==> config.mk <==
export PLATFORM = sky130hd
export DESIGN_NAME = mem_access
export DESIGN_NICKNAME = d
export VERILOG_FILES = /design/src/rtl/cpu_bus_pkg.sv /design/src/rtl/load_align.sv /design/src/rtl/mem_access.sv
export SDC_FILE = /design/constraint.sdc
export NUM_CORES = 1
export LEC_CHECK = 0
export BUFFER_PORTS_ARGS = -buffer_cell sky130_fd_sc_hd__buf_2
export CAP_MARGIN = 20
export CORE_AREA = 5 5 159 161
export CTS_CLUSTER_DIAMETER = 80
export DETAILED_ROUTE_END_ITERATION = 10
export DIE_AREA = 0 0 164 166
export GPL_ROUTABILITY_DRIVEN = 0
export SLEW_MARGIN = 10
export SYNTH_ARGS = -nofsm -noshare
export SYNTH_HDL_FRONTEND = slang
export SYNTH_SLANG_ARGS = --single-unit
==> constraint.sdc <==
create_clock -name clk -period 2.05 [get_ports clk]
set_clock_uncertainty 0.05 [all_clocks]
set_input_delay 0.1025 -clock clk [delete_from_list [all_inputs] [get_ports clk]]
set_output_delay 0.1025 -clock clk [all_outputs]
set_load 0.01 [all_outputs]
==> src/rtl/cpu_bus_pkg.sv <==
// cpu_bus_pkg: shared definitions for the execute->memory and memory->write-back
// pipeline buses, mem_control field positions, access size codes and the
// memory-stage FSM states.
package cpu_bus_pkg;

    localparam int unsigned EXE_MEM_BUS_W = 157;
    localparam int unsigned MEM_WB_BUS_W  = 121;

    // mem_control bit positions ([0] carries no meaning in this stage)
    localparam int unsigned MC_LOAD    = 5;
    localparam int unsigned MC_STORE   = 4;
    localparam int unsigned MC_SIZE_HI = 3;
    localparam int unsigned MC_SIZE_LO = 2;
    localparam int unsigned MC_SIGN    = 1;

    typedef enum logic [1:0] {
        SZ_BYTE = 2'b00,
        SZ_HALF = 2'b01,
        SZ_WORD = 2'b10,
        SZ_RSVD = 2'b11   // treated as word
    } mem_size_e;

    typedef enum logic [1:0] {
        MS_IDLE = 2'b00,
        MS_WAIT = 2'b01,
        MS_DONE = 2'b10
    } mem_state_e;

    typedef struct packed {
        logic [5:0]  mem_control;
        logic [31:0] store_data;
        logic [31:0] exe_result;
        logic [31:0] lo_result;
        logic        hi_write;
        logic        lo_write;
        logic        mfhi;
        logic        mflo;
        logic        mtc0;
        logic        mfc0;
        logic [7:0]  cp0r_addr;
        logic        syscall;
        logic        brk;
        logic        eret;
        logic        rf_wen;
        logic [4:0]  rf_wdest;
        logic [31:0] pc;
    } exe_mem_bus_t;

    typedef struct packed {
        logic        rf_wen;
        logic [4:0]  rf_wdest;
        logic [31:0] mem_result;
        logic [31:0] lo_result;
        logic        hi_write;
        logic        lo_write;
        logic        mfhi;
        logic        mflo;
        logic        mtc0;
        logic        mfc0;
        logic [7:0]  cp0r_addr;
        logic        syscall;
        logic        brk;
        logic        eret;
        logic        adel;
        logic        ades;
        logic [31:0] pc;
    } mem_wb_bus_t;

    // Natural alignment check: halves need addr[0]=0, words (and the
    // reserved size) need addr[1:0]=0.
    function automatic logic is_misaligned(input mem_size_e size, input logic [1:0] lsb);
        case (size)
            SZ_BYTE: return 1'b0;
            SZ_HALF: return lsb[0];
            default: return |lsb;
        endcase
    endfunction

endpackage

==> src/rtl/load_align.sv <==
// load_align: selects the addressed byte/half lane of a little-endian RAM word
// and zero- or sign-extends it to 32 bits. Words pass through unchanged.
//   rdata_i  in  32  raw RAM word
//   addr_i   in  2   low address bits (lane select)
//   size_i   in  2   access size code
//   sign_i   in  1   1: sign-extend byte/half, 0: zero-extend
//   data_o   out 32  aligned, extended load data
module load_align
    import cpu_bus_pkg::*;
(
    input  logic [31:0] rdata_i,
    input  logic [1:0]  addr_i,
    input  mem_size_e   size_i,
    input  logic        sign_i,
    output logic [31:0] data_o
);

    logic [7:0]  byte_s;
    logic [15:0] half_s;

    always_comb begin
        case (addr_i)
            2'd0:    byte_s = rdata_i[7:0];
            2'd1:    byte_s = rdata_i[15:8];
            2'd2:    byte_s = rdata_i[23:16];
            default: byte_s = rdata_i[31:24];
        endcase
        half_s = addr_i[1] ? rdata_i[31:16] : rdata_i[15:0];

        case (size_i)
            SZ_BYTE: data_o = {{24{sign_i & byte_s[7]}}, byte_s};
            SZ_HALF: data_o = {{16{sign_i & half_s[15]}}, half_s};
            default: data_o = rdata_i;
        endcase
    end

endmodule

==> src/rtl/mem_access.sv <==
// mem_access: memory stage of the 5-stage pipeline. Issues loads/stores to a
// synchronous data RAM, aligns load data, flags misaligned accesses and holds
// the instruction until the write-back stage accepts it (MEM_adv).
//   clk, reset      clock / synchronous active-high reset
//   MEM_valid       stage holds a valid instruction
//   EXE_MEM_bus_r   registered execute->memory bus (157b)
//   MEM_adv         write-back latches MEM_WB_bus this cycle
//   MEM_over        stage result is final
//   MEM_WB_bus      memory->write-back bus (121b)
//   dm_addr/dm_wen/dm_wdata/dm_rdata  data RAM interface (read latency 1)
//   MEM_wdest       destination register for hazard detection
//   MEM_pc          pc of the instruction in this stage
module mem_access
    import cpu_bus_pkg::*;
#(
    parameter int unsigned ADDR_W      = 32,
    parameter bit          CHECK_ALIGN = 1'b1
) (
    input  logic                     clk,
    input  logic                     reset,
    input  logic                     MEM_valid,
    input  logic [EXE_MEM_BUS_W-1:0] EXE_MEM_bus_r,
    input  logic                     MEM_adv,
    output logic                     MEM_over,
    output logic [MEM_WB_BUS_W-1:0]  MEM_WB_bus,
    output logic [ADDR_W-1:0]        dm_addr,
    output logic [3:0]               dm_wen,
    output logic [31:0]              dm_wdata,
    input  logic [31:0]              dm_rdata,
    output logic [4:0]               MEM_wdest,
    output logic [31:0]              MEM_pc
);

    exe_mem_bus_t in_s;
    mem_wb_bus_t  out_s;
    mem_size_e    size_s;
    logic         is_load_s;
    logic         is_store_s;
    logic         misal_s;
    logic         adel_s;
    logic         ades_s;
    logic [31:0]  aligned_s;
    logic [31:0]  load_res_s;
    logic [3:0]   store_wen_s;
    logic [3:0]   wen_raw_s;
    logic         unused_mc0;

    mem_state_e   state_q, state_d;
    logic [31:0]  load_data_q, load_data_d;

    assign in_s       = EXE_MEM_bus_r;
    assign size_s     = mem_size_e'(in_s.mem_control[MC_SIZE_HI:MC_SIZE_LO]);
    assign is_load_s  = in_s.mem_control[MC_LOAD];
    assign is_store_s = in_s.mem_control[MC_STORE];
    assign unused_mc0 = in_s.mem_control[0];

    assign misal_s = CHECK_ALIGN & is_misaligned(size_s, in_s.exe_result[1:0]);
    assign adel_s  = is_load_s & misal_s;
    assign ades_s  = is_store_s & misal_s;

    assign dm_addr   = {in_s.exe_result[ADDR_W-1:2], 2'b00};
    assign MEM_wdest = in_s.rf_wdest & {5{MEM_valid}};
    assign MEM_pc    = in_s.pc;

    load_align u_load_align (
        .rdata_i (dm_rdata),
        .addr_i  (in_s.exe_result[1:0]),
        .size_i  (size_s),
        .sign_i  (in_s.mem_control[MC_SIGN]),
        .data_o  (aligned_s)
    );

    // Store lane replication and byte enables
    always_comb begin
        case (size_s)
            SZ_BYTE: begin
                dm_wdata    = {4{in_s.store_data[7:0]}};
                store_wen_s = 4'b0001 << in_s.exe_result[1:0];
            end
            SZ_HALF: begin
                dm_wdata    = {2{in_s.store_data[15:0]}};
                store_wen_s = 4'b0011 << {in_s.exe_result[1], 1'b0};
            end
            default: begin
                dm_wdata    = in_s.store_data;
                store_wen_s = 4'b1111;
            end
        endcase
    end

    always_ff @(posedge clk) begin
        if (reset) begin
            state_q     <= MS_IDLE;
            load_data_q <= '0;
        end else begin
            state_q     <= state_d;
            load_data_q <= load_data_d;
        end
    end

    // A completed but stalled instruction parks in DONE so a store is written
    // exactly once and a load keeps the value captured in WAIT.
    always_comb begin
        state_d     = state_q;
        load_data_d = load_data_q;
        MEM_over    = 1'b0;
        wen_raw_s   = '0;
        load_res_s  = load_data_q;
        case (state_q)
            MS_IDLE: begin
                if (MEM_valid) begin
                    if (is_load_s && !adel_s) begin
                        state_d = MS_WAIT;
                    end else begin
                        MEM_over = 1'b1;
                        if (is_store_s && !ades_s) wen_raw_s = store_wen_s;
                        state_d = MEM_adv ? MS_IDLE : MS_DONE;
                    end
                end
            end
            MS_WAIT: begin
                MEM_over    = 1'b1;
                load_res_s  = aligned_s;
                load_data_d = aligned_s;
                state_d     = MEM_adv ? MS_IDLE : MS_DONE;
            end
            MS_DONE: begin
                MEM_over = 1'b1;
                if (MEM_adv) state_d = MS_IDLE;
            end
            default: state_d = MS_IDLE;
        endcase
    end

    assign dm_wen = reset ? 4'b0000 : wen_raw_s;

    always_comb begin
        out_s            = '0;
        out_s.rf_wen     = in_s.rf_wen & ~adel_s & MEM_valid;
        out_s.rf_wdest   = in_s.rf_wdest;
        out_s.mem_result = (is_load_s && !adel_s) ? load_res_s : in_s.exe_result;
        out_s.lo_result  = in_s.lo_result;
        out_s.hi_write   = in_s.hi_write;
        out_s.lo_write   = in_s.lo_write;
        out_s.mfhi       = in_s.mfhi;
        out_s.mflo       = in_s.mflo;
        out_s.mtc0       = in_s.mtc0;
        out_s.mfc0       = in_s.mfc0;
        out_s.cp0r_addr  = in_s.cp0r_addr;
        out_s.syscall    = in_s.syscall;
        out_s.brk        = in_s.brk;
        out_s.eret       = in_s.eret;
        out_s.adel       = adel_s;
        out_s.ades       = ades_s;
        out_s.pc         = in_s.pc;
    end

    assign MEM_WB_bus = out_s;

endmodule

* Yosys cells after proc, flatten, opt, wreduce, memory -nomap -nowiden
Index checks and enable logic that the tools add are counted.
** Word-level totals
- Bits in registers :: 34
- Bits in latches :: 0
- RAM bits :: 0
- Bits in read-only memories :: 0
- Input port bits :: 193
- Logic and storage cells :: 50
- Memories :: 0
** Cells by class
- Add/subtract/negate cells :: 0
- Multiply operators :: 0
- Divide/modulo/power cells :: 0
- $lt $le $gt $ge :: 0
- Equal/unequal tests :: 7
- Shifts and indexed selects :: 2
- Muxes and demuxes :: 21
- Bitwise operators :: 8
- Reduce and logical (&&, ||, !) cells :: 10
** Operator list (count)
- $pmux 32 s2 :: 2
- $mux 32 :: 2
- $pmux 8 s3 :: 1
- $mux 4 :: 5
- $mux 16 :: 1
- $mux 2 :: 4
- $pmux 4 s2 :: 1
- $and 1x1->1 :: 6
- $eq 2x1->1 const B :: 3
- $logic_not 2->1 :: 3
- $pmux 2 s3 :: 1
- $and 5x5->5 :: 1
- $eq 2x2->1 const B :: 2
- $ne 2x2->1 const B :: 2
- $pmux 1 s2 :: 2
- $reduce_or 2->1 :: 2
- $shl 1x2->4 const A :: 1
- $shl 2x2->4 const A :: 1
- $logic_and 1x1->1 :: 2
- $logic_not 1->1 :: 2
- $mux 1 :: 2
- $reduce_and 2->1 :: 1
- $not 1->1 :: 1

* Logic depth before layout (Yosys ltp)
- Word-level depth :: 10
- Mapped depth :: 8
- Mapped depth without buffers :: 6

* By module
From an unflattened synthesis, not the netlist that was laid out.
** Second synthesis, totals
- Cells, all modules :: 542
- Area total of the unflattened synthesis :: 4197.8 µm²
** By module, submodules not included
- mem_access :: instances 1, cells each 427, area each 3321.9 µm²
- load_align :: instances 1, cells each 115, area each 875.8 µm²

* Least setup slack after synthesis
No wires, ideal clock.
- Kind :: register to output
- From :: register state_q[1]
- To :: output MEM_WB_bus[88]
- Arrival time :: 1675 ps
- Data required time :: 1898 ps
- Setup slack :: 222 ps
- Cell stages (with the launch flop) :: 9
- Buffers on the path :: 2
- Cell sequence :: dfxtp_1 -> inv_1 -> ha_1 -> clkbuf_1 -> clkinv_1 -> clkbuf_1 -> a21oi_1 -> o221a_2 -> o31ai_1
** On the way
- Longest elaborated chain between the ends :: 3
** Ends and longest elaborated chain
- start, declared :: RTL line mem_access.sv:48 : mem_state_e state_q, state_d;
- start signal, assigned :: RTL line mem_access.sv:96 : state_q <= state_d;
- $eq 2x1->1 :: RTL line mem_access.sv:109 : case (state_q)
- $mux 32 :: RTL line mem_access.sv:109
- $mux 32 :: RTL line mem_access.sv:141 : out_s.mem_result = (is_load_s && !adel_s) ? load_res_s : in_s.exe_result;
- end, declared :: RTL line mem_access.sv:25 : output logic [MEM_WB_BUS_W-1:0] MEM_WB_bus,
No other way between the ends.

* Worst setup path in the final report
- From :: register state_q[0]
- To :: output dm_wen[1]
** On the way
- Longest elaborated chain between the ends :: 3
** Ends and longest elaborated chain
- $logic_not 2->1 :: RTL line mem_access.sv:109
- $mux 4 :: RTL line mem_access.sv:109
- $mux 4 :: RTL line mem_access.sv:135 : assign dm_wen = reset ? 4'b0000 : wen_raw_s;
- end, declared :: RTL line mem_access.sv:27 : output logic [3:0] dm_wen,
No other way between the ends.

==> results.json <==
{
  "hold_viol": 0,
  "die_w_um": 164,
  "cts_tree": "yes",
  "seq_area_um2": 686,
  "powerDensity_nw_per_um2": 512,
  "critPathBufInv": 2,
  "hold_ws_ns": 0.0667,
  "reg2reg_slack_ns": 0.44,
  "grt-ovfl-total": 0,
  "top_level_ports": 420,
  "slew_violations": 0,
  "detail_route.iter0.violations": 199,
  "utilization_pct": 20.4,
  "holdBufCountCts": 0,
  "start_kind": "register",
  "grt_max_degree": 44,
  "fin_nets": 819,
  "diodes": 0,
  "num_rows": 57,
  "cts_buffer_depth": 2,
  "worstMarginPinSlew_ns": 0.578,
  "outcome": "finished clean",
  "synth_edf_count": 0,
  "critPathSlowestCell": "or3_1",
  "criticalPathCategory": "reg -> out",
  "power.leakage_nw": 2.23,
  "arrival_ns": 1.82,
  "drc": 0,
  "grt_pass1_wl_mm": 24.7,
  "syn-cell-area_um2": 4250,
  "track_usage_pct": 11.9,
  "drt_wl_total_mm": 17.3,
  "numCtsBuffers": 5,
  "grt_pass1_vias": 3984,
  "maxCapViolCount": 0,
  "rsz0062_at_grt": "no",
  "start_util_pct": 17.8,
  "clk_pin_slew_ns": 0.06,
  "cts.sinks": 34,
  "vias_per_cell": 4.22,
  "post-route-period-util_pct": 96.2,
  "dp_hpwl_mm": 14.0,
  "h-tree-depth": 2,
  "cp_top_family": "simple AND/OR/NAND/NOR gates",
  "max_freq_mhz": 507,
  "port_buffers": 222,
  "seq_area_frac_synth_pct": 16.0,
  "drive_gt1_share_pct": 49.8,
  "synth_warnings": 0,
  "end_kind": "primary output",
  "synth.avg_cell_area_um2": 7.54,
  "dr.pass1.iters": 4,
  "fill_cells": 2705,
  "relSlewSlack_pct": 61.4,
  "yosysUniqueCellTypes": 46,
  "cp.required_ns": 1.90,
  "setup_tns_ns": 0,
  "hp-class": "in -> reg",
  "multi_input_area_um2": 2230,
  "vias": 3998,
  "area_delta_synth_final_pct": 14.2,
  "dieArea_um2": 27200,
  "ir_drop_mv": 0.266,
  "synth_ff_type": "dfxtp_1",
  "die_y_um": 166,
  "postRouteAntennaNets": 0,
  "antenna_found_initial": 3,
  "clock-root-buffer": "clkbuf_16",
  "synth_cells": 564,
  "ys_ff_latch": 34,
  "core_area_um2": 23800,
  "setup_viol": 0,
  "critical_path.cell_chain": "inv_1 -> ha_1 -> nand4_1 -> or3_1 -> nor3_1 -> buf_2",
  "clk_latency_ns": 0.29,
  "finalCriticalPeriod_ns": 1.97,
  "cp_max_fo": 4,
  "drt-wirelength-per-cell_um": 18.2,
  "max_stage_delay_ns": 0.40,
  "synth-async-reset-ratio_pct": 0
}
## timing repair
action	4_1_cts	5_1_grt
buffers inserted	3	0
pin swaps	0	2
resized for setup	3	17
setup endpoints to repair	24	33
cloned	0	1
## flip-flops by register name, indices dropped and copies added (netlist names)
register     cells
load_data_q     32
state_q          2
## worst paths after layout
path | startpoint | to | depth (start not counted)
worst max register to register | state_q[1] | load_data_q[22] | 7
worst min register to register | load_data_q[2] | load_data_q[2] | 2
worst max-delay path | state_q[0] | dm_wen[1] | 6
worst min-delay path | MEM_adv | state_q[1] | 3
## synth_stat cells, types with 2 or more instances
cell type  instances  share of area, %
a22o_1             7               1.4
and2_1            15               2.2
and3_1             2              0.29
a211oi_2          10               2.9
buf_6              3              0.79
o31ai_1            8               1.4
a211oi_1           6               1.1
o22ai_1            8               1.2
nand2_1           55               4.9
ha_1               4               1.2
or3_1              2              0.29
nor3_1             9               1.1
buf_1              2              0.18
clkbuf_1          20               1.8
nand3_1            9               1.1
nor2_1            44               3.9
o21ai_1            6              0.71
mux2_2            18               4.8
buf_2             10               1.2
nor2b_1           11               1.6
and3b_1            2              0.41
a41o_1            16               3.8
mux2i_1           16               3.8
o221a_2            7               1.9
a21oi_1           20               2.4
o21ai_0           29               3.4
buf_4            162                29
inv_1              6              0.53
dfxtp_1           34                16
a22oi_1            7               1.2
## routing by layer
layer	global-route usage, %	vias up	share of wire (%)
met5	0	-	0.23
met4	4.74	6	3.2
met3	4.27	59	8.2
met2	18.5	167	45
met1	15.0	1839	43
li1	-	1927	-
## layout by cell type, fill, tap and decap left out, drive strengths merged, types with 4 or more instances in the layout
| master | instances |
|---|---|
| buf | 246 |
| nand2 | 55 |
| nor2 | 45 |
| o21ai | 35 |
| dfxtp | 34 |
| a21oi | 20 |
| mux2 | 19 |
| mux2i | 16 |
| a41o | 16 |
| a211oi | 16 |
| and2 | 15 |
| nor2b | 11 |
| nor3 | 10 |
| nand3 | 10 |
| o31ai | 8 |
| clkbuf | 8 |
| o22ai | 8 |
| a22o | 7 |
| o221a | 7 |
| inv | 7 |
| a22oi | 7 |
| ha | 4 |
## logic make-up after synthesis
family	count (synthesis)	synth area share, %
flops	34	16.0
other cells	1	0.0882
buf+inv	204	33.1
simple gates	158	17.7
fa+ha+maj	4	1.18
mux	35	8.89
compound gates	128	23.0
## power breakdown
group | switching (W) | internal (W)
Combinational | 0.000548 | 0.000417
Clock | 0.000327 | 0.000483
Sequential | 0.0000135 | 0.000698
Total | 0.000889 | 0.00160
## worst reg2reg max path, cell delays in order, from the launching register on
cell and delay [ns]:
dfxtp_4 0.36, inv_2 0.05, ha_4 0.19, buf_6 0.14
clkbuf_16 0.17, and3_1 0.18, buf_12 0.16, a211oi_1 0.21
## layout make-up
type,instances,area share (%)
clock buffer,7,2.94
clock inverter,1,0.103
inverter,7,0.541
multi-input combinational,327,45.9
sequential,34,14.1
tap,324,8.35
timing repair buffer,247,28.0
## metrics by stage
stage | instances | worst slack [ns] | total power, W | cell area [µm²]
after global routing | 947 | 0.00187 | 0.00264 | 4850
after floorplan | 565 | 0.222 | 0.00153 | 4260
after CTS | 946 | 0.00410 | 0.00252 | 4770
after detailed placement | 935 | 0.141 | 0.00167 | 4590
final | 947 | 0.0789 | 0.00249 | 4850
after global placement | 935 | 0.182 | 0.00166 | 4590
Note: power is estimated with default switching activity, not from simulation.
